--- src/rtl/circle_test_pkg.sv ---
// Shared types and default geometry for the circle-test arbiter and its datapath.
// Derived widths: DW holds a signed coordinate delta, SQW a square, SUMW the sum of two squares.
package circle_test_pkg;

    typedef enum logic [2:0] {
        IDLE = 3'd0,
        SUB  = 3'd1,
        SQX  = 3'd2,
        SQY  = 3'd3,
        CMP  = 3'd4,
        RESP = 3'd5
    } state_e;

    localparam int unsigned DEF_CW   = 32'd10;
    localparam int unsigned DEF_XC   = 32'd320;
    localparam int unsigned DEF_YC   = 32'd240;
    localparam int unsigned DEF_R2   = 32'd10000;
    localparam int unsigned DEF_DW   = DEF_CW + 32'd1;
    localparam int unsigned DEF_SQW  = 32'd2 * DEF_DW;
    localparam int unsigned DEF_SUMW = DEF_SQW + 32'd1;

endpackage

--- src/rtl/circle_sq_dist.sv ---
// Squared-distance datapath: one shared multiplier squares dx then dy, and the
// sum of both squares is compared strictly against R2.
module circle_sq_dist
    import circle_test_pkg::*;
#(
    parameter int unsigned CW = DEF_CW,
    parameter int unsigned XC = DEF_XC,
    parameter int unsigned YC = DEF_YC,
    parameter int unsigned R2 = DEF_R2
) (
    input  logic          clk,
    input  logic          reset,
    input  logic          en_sub,
    input  logic          en_sqx,
    input  logic          en_sqy,
    input  logic          en_cmp,
    input  logic [CW-1:0] x,
    input  logic [CW-1:0] y,
    output logic          in_circle
);

    localparam int unsigned DW   = CW + 32'd1;
    localparam int unsigned SQW  = 32'd2 * DW;
    localparam int unsigned SUMW = SQW + 32'd1;

    logic signed [DW-1:0]  dx_r;
    logic signed [DW-1:0]  dy_r;
    logic signed [DW-1:0]  mul_op_s;
    logic signed [SQW-1:0] mul_s;
    logic [SQW-1:0]        sq_r;
    logic [SQW-1:0]        acc_r;
    logic [SUMW-1:0]       sum_s;

    // Shared multiplier operand select and final sum of squares
    always_comb begin
        if (en_sqx) begin
            mul_op_s = dx_r;
        end else begin
            mul_op_s = dy_r;
        end
        mul_s = SQW'(mul_op_s) * SQW'(mul_op_s);
        sum_s = {1'b0, acc_r} + {1'b0, sq_r};
    end

    // Datapath registers, each loaded by its one-hot step enable
    always_ff @(posedge clk or negedge reset) begin
        if (!reset) begin
            dx_r      <= '0;
            dy_r      <= '0;
            sq_r      <= '0;
            acc_r     <= '0;
            in_circle <= 1'b0;
        end else begin
            if (en_sub) begin
                dx_r <= {1'b0, x} - DW'(XC);
                dy_r <= {1'b0, y} - DW'(YC);
            end
            if (en_sqx) begin
                sq_r <= $unsigned(mul_s);
            end
            // dx^2 moves to the accumulator while the multiplier is reused for dy^2
            if (en_sqy) begin
                acc_r <= sq_r;
                sq_r  <= $unsigned(mul_s);
            end
            if (en_cmp) begin
                in_circle <= (sum_s < SUMW'(R2));
            end
        end
    end

endmodule

--- src/rtl/circle_test_arbiter.sv ---
// Round-robin arbiter and step sequencer sharing one circle-test datapath
// between two requesters; results return on a single tagged response channel.
module circle_test_arbiter
    import circle_test_pkg::*;
#(
    parameter int unsigned CW = DEF_CW,
    parameter int unsigned XC = DEF_XC,
    parameter int unsigned YC = DEF_YC,
    parameter int unsigned R2 = DEF_R2
) (
    input  logic          clk,
    input  logic          reset,
    input  logic [1:0]    req_valid,
    input  logic [CW-1:0] req_x0,
    input  logic [CW-1:0] req_y0,
    input  logic [CW-1:0] req_x1,
    input  logic [CW-1:0] req_y1,
    output logic [1:0]    req_ready,
    output logic          rsp_valid,
    output logic          rsp_id,
    output logic          rsp_in_circle,
    input  logic          rsp_ready,
    output logic          busy
);

    state_e        state_r;
    state_e        state_next_s;
    logic [1:0]    grant_s;
    logic          last_grant_r;
    logic [CW-1:0] x_r;
    logic [CW-1:0] y_r;
    logic          id_r;
    logic          rsp_id_r;
    logic          rsp_valid_r;
    logic          busy_r;

    // Grant and next-state; grants are suppressed while reset is asserted
    always_comb begin
        state_next_s = state_r;
        grant_s      = 2'b00;
        case (state_r)
            IDLE: begin
                if (reset) begin
                    case (req_valid)
                        2'b01:   grant_s = 2'b01;
                        2'b10:   grant_s = 2'b10;
                        2'b11:   grant_s = last_grant_r ? 2'b01 : 2'b10;
                        default: grant_s = 2'b00;
                    endcase
                end else begin
                    grant_s = 2'b00;
                end
                if (|grant_s) begin
                    state_next_s = SUB;
                end else begin
                    state_next_s = IDLE;
                end
            end
            SUB:     state_next_s = SQX;
            SQX:     state_next_s = SQY;
            SQY:     state_next_s = CMP;
            CMP:     state_next_s = RESP;
            RESP: begin
                if (rsp_ready) begin
                    state_next_s = IDLE;
                end else begin
                    state_next_s = RESP;
                end
            end
            default: state_next_s = IDLE;
        endcase
    end

    // State register with registered status outputs
    always_ff @(posedge clk or negedge reset) begin
        if (!reset) begin
            state_r     <= IDLE;
            rsp_valid_r <= 1'b0;
            busy_r      <= 1'b0;
        end else begin
            state_r     <= state_next_s;
            rsp_valid_r <= (state_next_s == RESP);
            busy_r      <= (state_next_s != IDLE);
        end
    end

    // Request capture on accept and response tag on compare
    always_ff @(posedge clk or negedge reset) begin
        if (!reset) begin
            last_grant_r <= 1'b1;
            x_r          <= '0;
            y_r          <= '0;
            id_r         <= 1'b0;
            rsp_id_r     <= 1'b0;
        end else begin
            if ((state_r == IDLE) && (|grant_s)) begin
                x_r          <= grant_s[1] ? req_x1 : req_x0;
                y_r          <= grant_s[1] ? req_y1 : req_y0;
                id_r         <= grant_s[1];
                last_grant_r <= grant_s[1];
            end
            if (state_r == CMP) begin
                rsp_id_r <= id_r;
            end
        end
    end

    circle_sq_dist #(
        .CW(CW),
        .XC(XC),
        .YC(YC),
        .R2(R2)
    ) u_sq_dist (
        .clk       (clk),
        .reset     (reset),
        .en_sub    (state_r == SUB),
        .en_sqx    (state_r == SQX),
        .en_sqy    (state_r == SQY),
        .en_cmp    (state_r == CMP),
        .x         (x_r),
        .y         (y_r),
        .in_circle (rsp_in_circle)
    );

    assign req_ready = grant_s;
    assign rsp_valid = rsp_valid_r;
    assign rsp_id    = rsp_id_r;
    assign busy      = busy_r;

endmodule

--- config.mk ---
export PLATFORM = sky130hd
export DESIGN_NAME = circle_test_arbiter
export DESIGN_NICKNAME = d
export VERILOG_FILES = /design/src/rtl/circle_test_pkg.sv /design/src/rtl/circle_sq_dist.sv /design/src/rtl/circle_test_arbiter.sv
export SDC_FILE = /design/constraint.sdc
export NUM_CORES = 1
export LEC_CHECK = 0
export ABC_AREA = 1
export BUFFER_PORTS_ARGS = -buffer_cell sky130_fd_sc_hd__buf_2
export CORE_ASPECT_RATIO = 1.5
export CORE_MARGIN = 3
export CORE_UTILIZATION = 35
export CTS_CLUSTER_DIAMETER = 30
export DETAILED_ROUTE_END_ITERATION = 8
export PLACE_DENSITY_LB_ADDON = 0.3
export SYNTH_ARGS = -nofsm -noshare
export SYNTH_HDL_FRONTEND = slang
export SYNTH_SLANG_ARGS = --single-unit
--- constraint.sdc ---
create_clock -name clk -period 9.3 [get_ports clk]
set_input_delay 1.86 -clock clk [delete_from_list [all_inputs] [get_ports clk]]
set_output_delay 1.86 -clock clk [all_outputs]
set_load 0.01 [all_outputs]
# Yosys cells after proc, flatten, opt, wreduce, memory -nomap -nowiden
# Index checks and enable logic that the tools add are counted.
# W data, S select, Z words.
[op_classes] addsub=3 n_mul=1 order_cmp=1 eq_ne=9 muxes=13 reduce_logical=6
[ops] op="$mux W22" n=2
[ops] op="$add A22 B22 Y23" n=1
[ops] op="$lt A23 B14 Y1 const B" n=1
[ops] op="$mul A11 B11 Y22" n=1
[ops] op="$mux W10" n=2
[ops] op="$pmux W3 S6" n=1
[ops] op="$mux W11" n=1
[ops] op="$sub A10 B8 Y11 const B" n=1
[ops] op="$sub A10 B9 Y11 const B" n=1
[ops] op="$eq A3 B3 Y1 const B" n=3
[ops] op="$mux W2" n=4
[ops] op="$eq A3 B2 Y1 const B" n=2
[ops] op="$pmux W2 S3" n=1
[ops] op="$eq A2 B2 Y1 const B" n=2
[ops] op="$reduce_or A2 Y1" n=2
[ops] op="$eq A3 B1 Y1 const B" n=1
[ops] op="$logic_not A3 Y1" n=1
[ops] op="$mux W3" n=1
[ops] op="$reduce_bool A3 Y1" n=1
[ops] op="$eq A2 B1 Y1 const B" n=1
[ops] op="$reduce_bool A2 Y1" n=1
[ops] op="$logic_and A1 B1 Y1" n=1
[ops] op="$mux W1" n=1
[totals] reg_bits=95

# Longest topological paths before layout
[depth] word_depth=8 depth_mapped=28 depth_no_buf=28

# Cells and area by module
# From an unflattened synthesis, not the netlist that was laid out.
[hier_totals] cells_unflattened=1282 area_unflattened_um2=9791.9
[by_module_without_submodules] mod="circle_sq_dist" instances=1 cells_per_inst=1088 area_each_um2=8269.2
[by_module_without_submodules] mod="circle_test_arbiter" instances=1 cells_per_inst=194 area_each_um2=1522.7

# Worst setup path after synthesis
# No wires, ideal clock.
[synth_timing] path_type="register -> register" start="register state_r[2]" end="register u_sq_dist.sq_r[21]" arrival_ns=5.681 required_ns=9.176 setup_slack_ns=3.495 stages_incl_launch_ff=28 n_path_buf=1 period_less_slack_ns=5.805 cell_sequence="dfrtp_1 nor2_4 nand2_4 buf_12 o21ai_4 inv_2 nor2_1 inv_1 fa_1 inv_1 fa_1 inv_1 fa_1 inv_1 fa_1 inv_1 fa_1 inv_1 ha_1 inv_1 nor3_1 nand4_1 inv_1 nand3_1 nand3_1 nand2_1 nand2_1 o21bai_1"
[synth_via] elab_chain_len=5
[synth_rtl] element="start, declared" line_no="circle_test_arbiter.sv:26" rtl="state_e state_r;"
[synth_rtl] element="start signal, assigned" line_no="circle_test_arbiter.sv:81" rtl="state_r <= state_next_s;"
[synth_rtl] element="$eq A3 B2 Y1" line_no="circle_test_arbiter.sv:117" rtl=".en_sqx (state_r == SQX),"
[synth_rtl] element="$mux W11" line_no="circle_sq_dist.sv:36" rtl="if (en_sqx) begin"
[synth_rtl] element="$mul A11 B11 Y22" line_no="circle_sq_dist.sv:41" rtl="mul_s = SQW'(mul_op_s) * SQW'(mul_op_s);"
[synth_rtl] element="$mux W22" line_no="circle_sq_dist.sv:58" rtl="if (en_sqx) begin"
[synth_rtl] element="$mux W22" line_no="circle_sq_dist.sv:62" rtl="if (en_sqy) begin"
[synth_rtl] element="end signal, assigned" line_no="circle_sq_dist.sv:59" rtl="sq_r <= $unsigned(mul_s);"
[synth_rtl] element="end signal, assigned" line_no="circle_sq_dist.sv:64" rtl="sq_r <= $unsigned(mul_s);"
[synth_rtl] element="end, declared" line_no="circle_sq_dist.sv:30" rtl="logic [SQW-1:0] sq_r;"
# Parallel ways exist; a longest one is shown, timed or not. The select of a mux whose other input is x is not followed.
# A chain may end at the register's enable or synchronous reset.

# Worst setup path after layout
# Same ends and word-level chain as after synthesis.

==> impl_metrics.py <==
metrics = {
    "logic_synthesis": {
        "synth.distinct_cells": 47,
        "synth.area.top_cells": "dfrtp_1, fa_1, nand2_1",
        "yosysSeqAreaShare_pct": 23.8,
        "synthArstFlopShare_pct": 100,
        "synth_top_area_cell": "dfrtp_1",
        "synth-main-ff-cell": "dfrtp_1",
        "synth_top_area_share_pct": 23.5,
        "synth_cells": 1250,
        "yosysWarnings": 0,
        "syn_nets": 1465,
        "synth-edff-count": 0,
        "syn_area_mm2": 0.00959,
        "avgSynthCellArea_um2": 7.67,
        "synth-seq-cells": 91,
    },
    "sta": {
        "tns_ns": 0,
        "period_minus_slack_ns": 6.45,
        "fin_crit_sh_pct": 69.3,
        "finalClockSkew_ns": 0.0111,
        "slew_viol_final": 0,
        "setup_viol": 0,
        "rsz0062_at_grt": "no",
        "slew_headroom_pct": 49.3,
        "worstMarginPinSlew_ns": 0.760,
        "clock.fmax_mhz": 155,
        "hold_ws_ns": 0.478,
        "setup_slack_ns": 2.85,
        "hold_violations": 0,
    },
    "min_path": {
        "hold_start": "last_grant_r",
        "hold_end": "last_grant_r",
        "holdPathStages": 2,
        "hp-class": "reg2reg",
    },
    "critical_path": {
        "r2r-start": "state_r[2]",
        "ff2ff_setup_slack_ns": 2.85,
        "startpoint_type": "flop",
        "end_kind": "flop",
        "crit_path_max_fanout": 25,
        "arrival_ns": 6.68,
        "critical_path_required_ns": 9.54,
        "r2r-end": "u_sq_dist.sq_r[21]",
        "r2r_cells": 26,
        "worstSetupPathType": "reg2reg",
    },
    "routing": {
        "drc_errors": 0,
        "routedLengthMet1_um": 8580,
        "drt_iter0_drc": 325,
        "num_vias": 7585,
        "dr.pass1.iters": 4,
        "detail-route-antenna-nets": 0,
        "dr_wl_met2_um": 11500,
        "top_layer": "met4",
        "dr_wl_met3_um": 427,
        "drt-vias-per-instance": 4.65,
        "wl_per_cell_um": 13.1,
        "drt-total-wl_um": 21400,
    },
    "grt": {
        "grt_pass1_vias": 8022,
        "grt_pass1_wl_um": 37300,
        "grt_usage_pct": 15.4,
        "antenna_found_initial": 0,
        "grt_max_degree": 61,
        "overflow": 0,
    },
    "clock_tree": {
        "cts.sinks": 91,
        "root_buffer": "clkbuf_16",
        "clock_tree.buffer_depth": 2,
        "cts_max_level": 3,
        "clk_latency_ns": 0.36,
        "cts_tree": "done",
        "cts_buffers": 9,
        "hold_buffers": 0,
        "path_clk_slew_ns": 0.07,
        "cts_resized": 0,
        "post_cts_buffers": 0,
    },
    "place": {
        "io_buffer_count": 50,
        "preCtsSetupSlack_ns": 2.89,
        "gp_congestion": 0.870,
        "dp_hpwl_um": 18000,
        "dp_cells": 1616,
    },
    "floorplan": {
        "die_area_mm2": 0.0295,
        "core_mm2": 0.0268,
        "io_pins": 51,
        "die_w_um": 141,
        "die_y_um": 209,
        "num_rows": 73,
        "initial_utilization_pct": 35.8,
    },
    "layout": {
        "area_delta_synth_final_pct": 9.06,
        "diodes": 0,
        "num-nets-final": 1505,
        "drive_above_1_share_pct": 8.34,
        "stdcell_count": 1632,
    },
    "outcome": {
        "status": "completed",
    },
    "run": {
        "timing.max_cap.violations": 0,
    },
}
==> worst max-delay path, cell delays in order, from the launching register on <==
cell	delay, ns
dfrtp_1	0.47
nor2_4	0.17
nand2_4	0.23
o21ai_4	0.37
inv_2	0.21
nor2_1	0.26
inv_1	0.10
fa_1	0.66
inv_1	0.16
fa_1	0.61
inv_1	0.12
fa_1	0.54
inv_1	0.05
fa_1	0.49
inv_1	0.05
fa_1	0.52
inv_1	0.04
ha_1	0.30
inv_1	0.10
nor3_1	0.27
nand4_1	0.13
inv_1	0.09
nand3_1	0.07
nand3_1	0.11
nand2_1	0.06
nand2_1	0.05
o21bai_1	0.07
==> cells in the final DEF, fill, tap and decap left out, drive strengths merged, types with 2 or more instances in the layout <==
cell type / count
dfrtp: 90
nand3b: 7
o21ai: 72
fa: 102
xnor2: 8
nor3: 8
clkinv: 2
a21o: 4
o31ai: 2
nor2: 117
o22ai: 2
nand3: 48
xor2: 15
inv: 282
or2: 4
nor3b: 2
clkbuf: 10
nand2: 316
o21bai: 4
a21oi: 35
ha: 68
buf: 53
nand4: 13
o211ai: 2
a31oi: 22
==> synthesized netlist by cell type (8+ instances only) <==
cell,n
o21ai_0,57
a31oi_1,22
nor2_1,113
clkbuf_1,11
nand3_1,48
inv_2,10
ha_1,68
dfrtp_1,90
o21ai_2,9
xnor2_1,8
inv_1,268
fa_1,102
nand4_1,13
buf_2,9
xor2_1,15
nand2_1,311
a21oi_1,35
==> flip-flops by register name, summed over array words and instances (netlist names) <==
name                 cells
busy                     1
id_r                     1
last_grant_r             1
rsp_id                   1
rsp_valid                1
state_r                  3
u_sq_dist.acc_r         20
u_sq_dist.dx_r          11
u_sq_dist.dy_r          11
u_sq_dist.in_circle      1
u_sq_dist.sq_r          20
x_r                     10
y_r                     10
==> worst max-delay path by stage <==
stage,startpoint,endpoint,cells past startpoint
final,state_r[2],u_sq_dist.sq_r[21],26
after detailed placement,state_r[2],u_sq_dist.sq_r[21],26
after CTS,state_r[2],u_sq_dist.sq_r[21],26
after floorplan,state_r[2],u_sq_dist.sq_r[21],27
after global placement,state_r[2],u_sq_dist.sq_r[21],26
after global routing,state_r[2],u_sq_dist.sq_r[21],26
==> routing by layer <==
| metal | vias to the layer above | GRT usage [%] |
|---|---|---|
| met1 | 3528 | 16.8 |
| met2 | 112 | 29.5 |
| li1 | 3898 | - |
| met4 | 0 | 6.99 |
| met5 | - | 0 |
| met3 | 47 | 1.58 |
==> final cells by class <==
cell class              count  area [µm²]
fillers                  2791       16300
multi-input cells         856        6130
flip-flops and latches     91        2280
inverters                 279        1050
well taps                 337         422
repair buffers             53         275
clock buffers              10         239
clock inverters             6        66.3
==> metrics by stage <==
step | area [µm²] | utilization [%]
2_1_floorplan | 9590 | -
6_report | 10500 | 39.1
4_1_cts | 10500 | 39.1
3_5_place_dp | 10200 | 37.9
5_1_grt | 10500 | 39.1
3_3_place_gp | 10200 | 37.9
==> logic make-up (layout without fill, tap and decap cells) <==
family / count (synthesis) / in the layout / synth area share [%]
buffers and inverters: 303 / 348 / 12.3
XOR/XNOR: 23 / 23 / 2.10
AO/OA/AOI/OAI: 145 / 145 / 9.02
AND/OR/NAND/NOR: 518 / 518 / 22.6
flip-flops: 91 / 91 / 23.8
adder cells (fa/ha/maj): 170 / 170 / 30.2
Power is left out: the tool's default activity adds up to more than one toggle a clock period on the data nets, which glitch-free logic cannot reach.
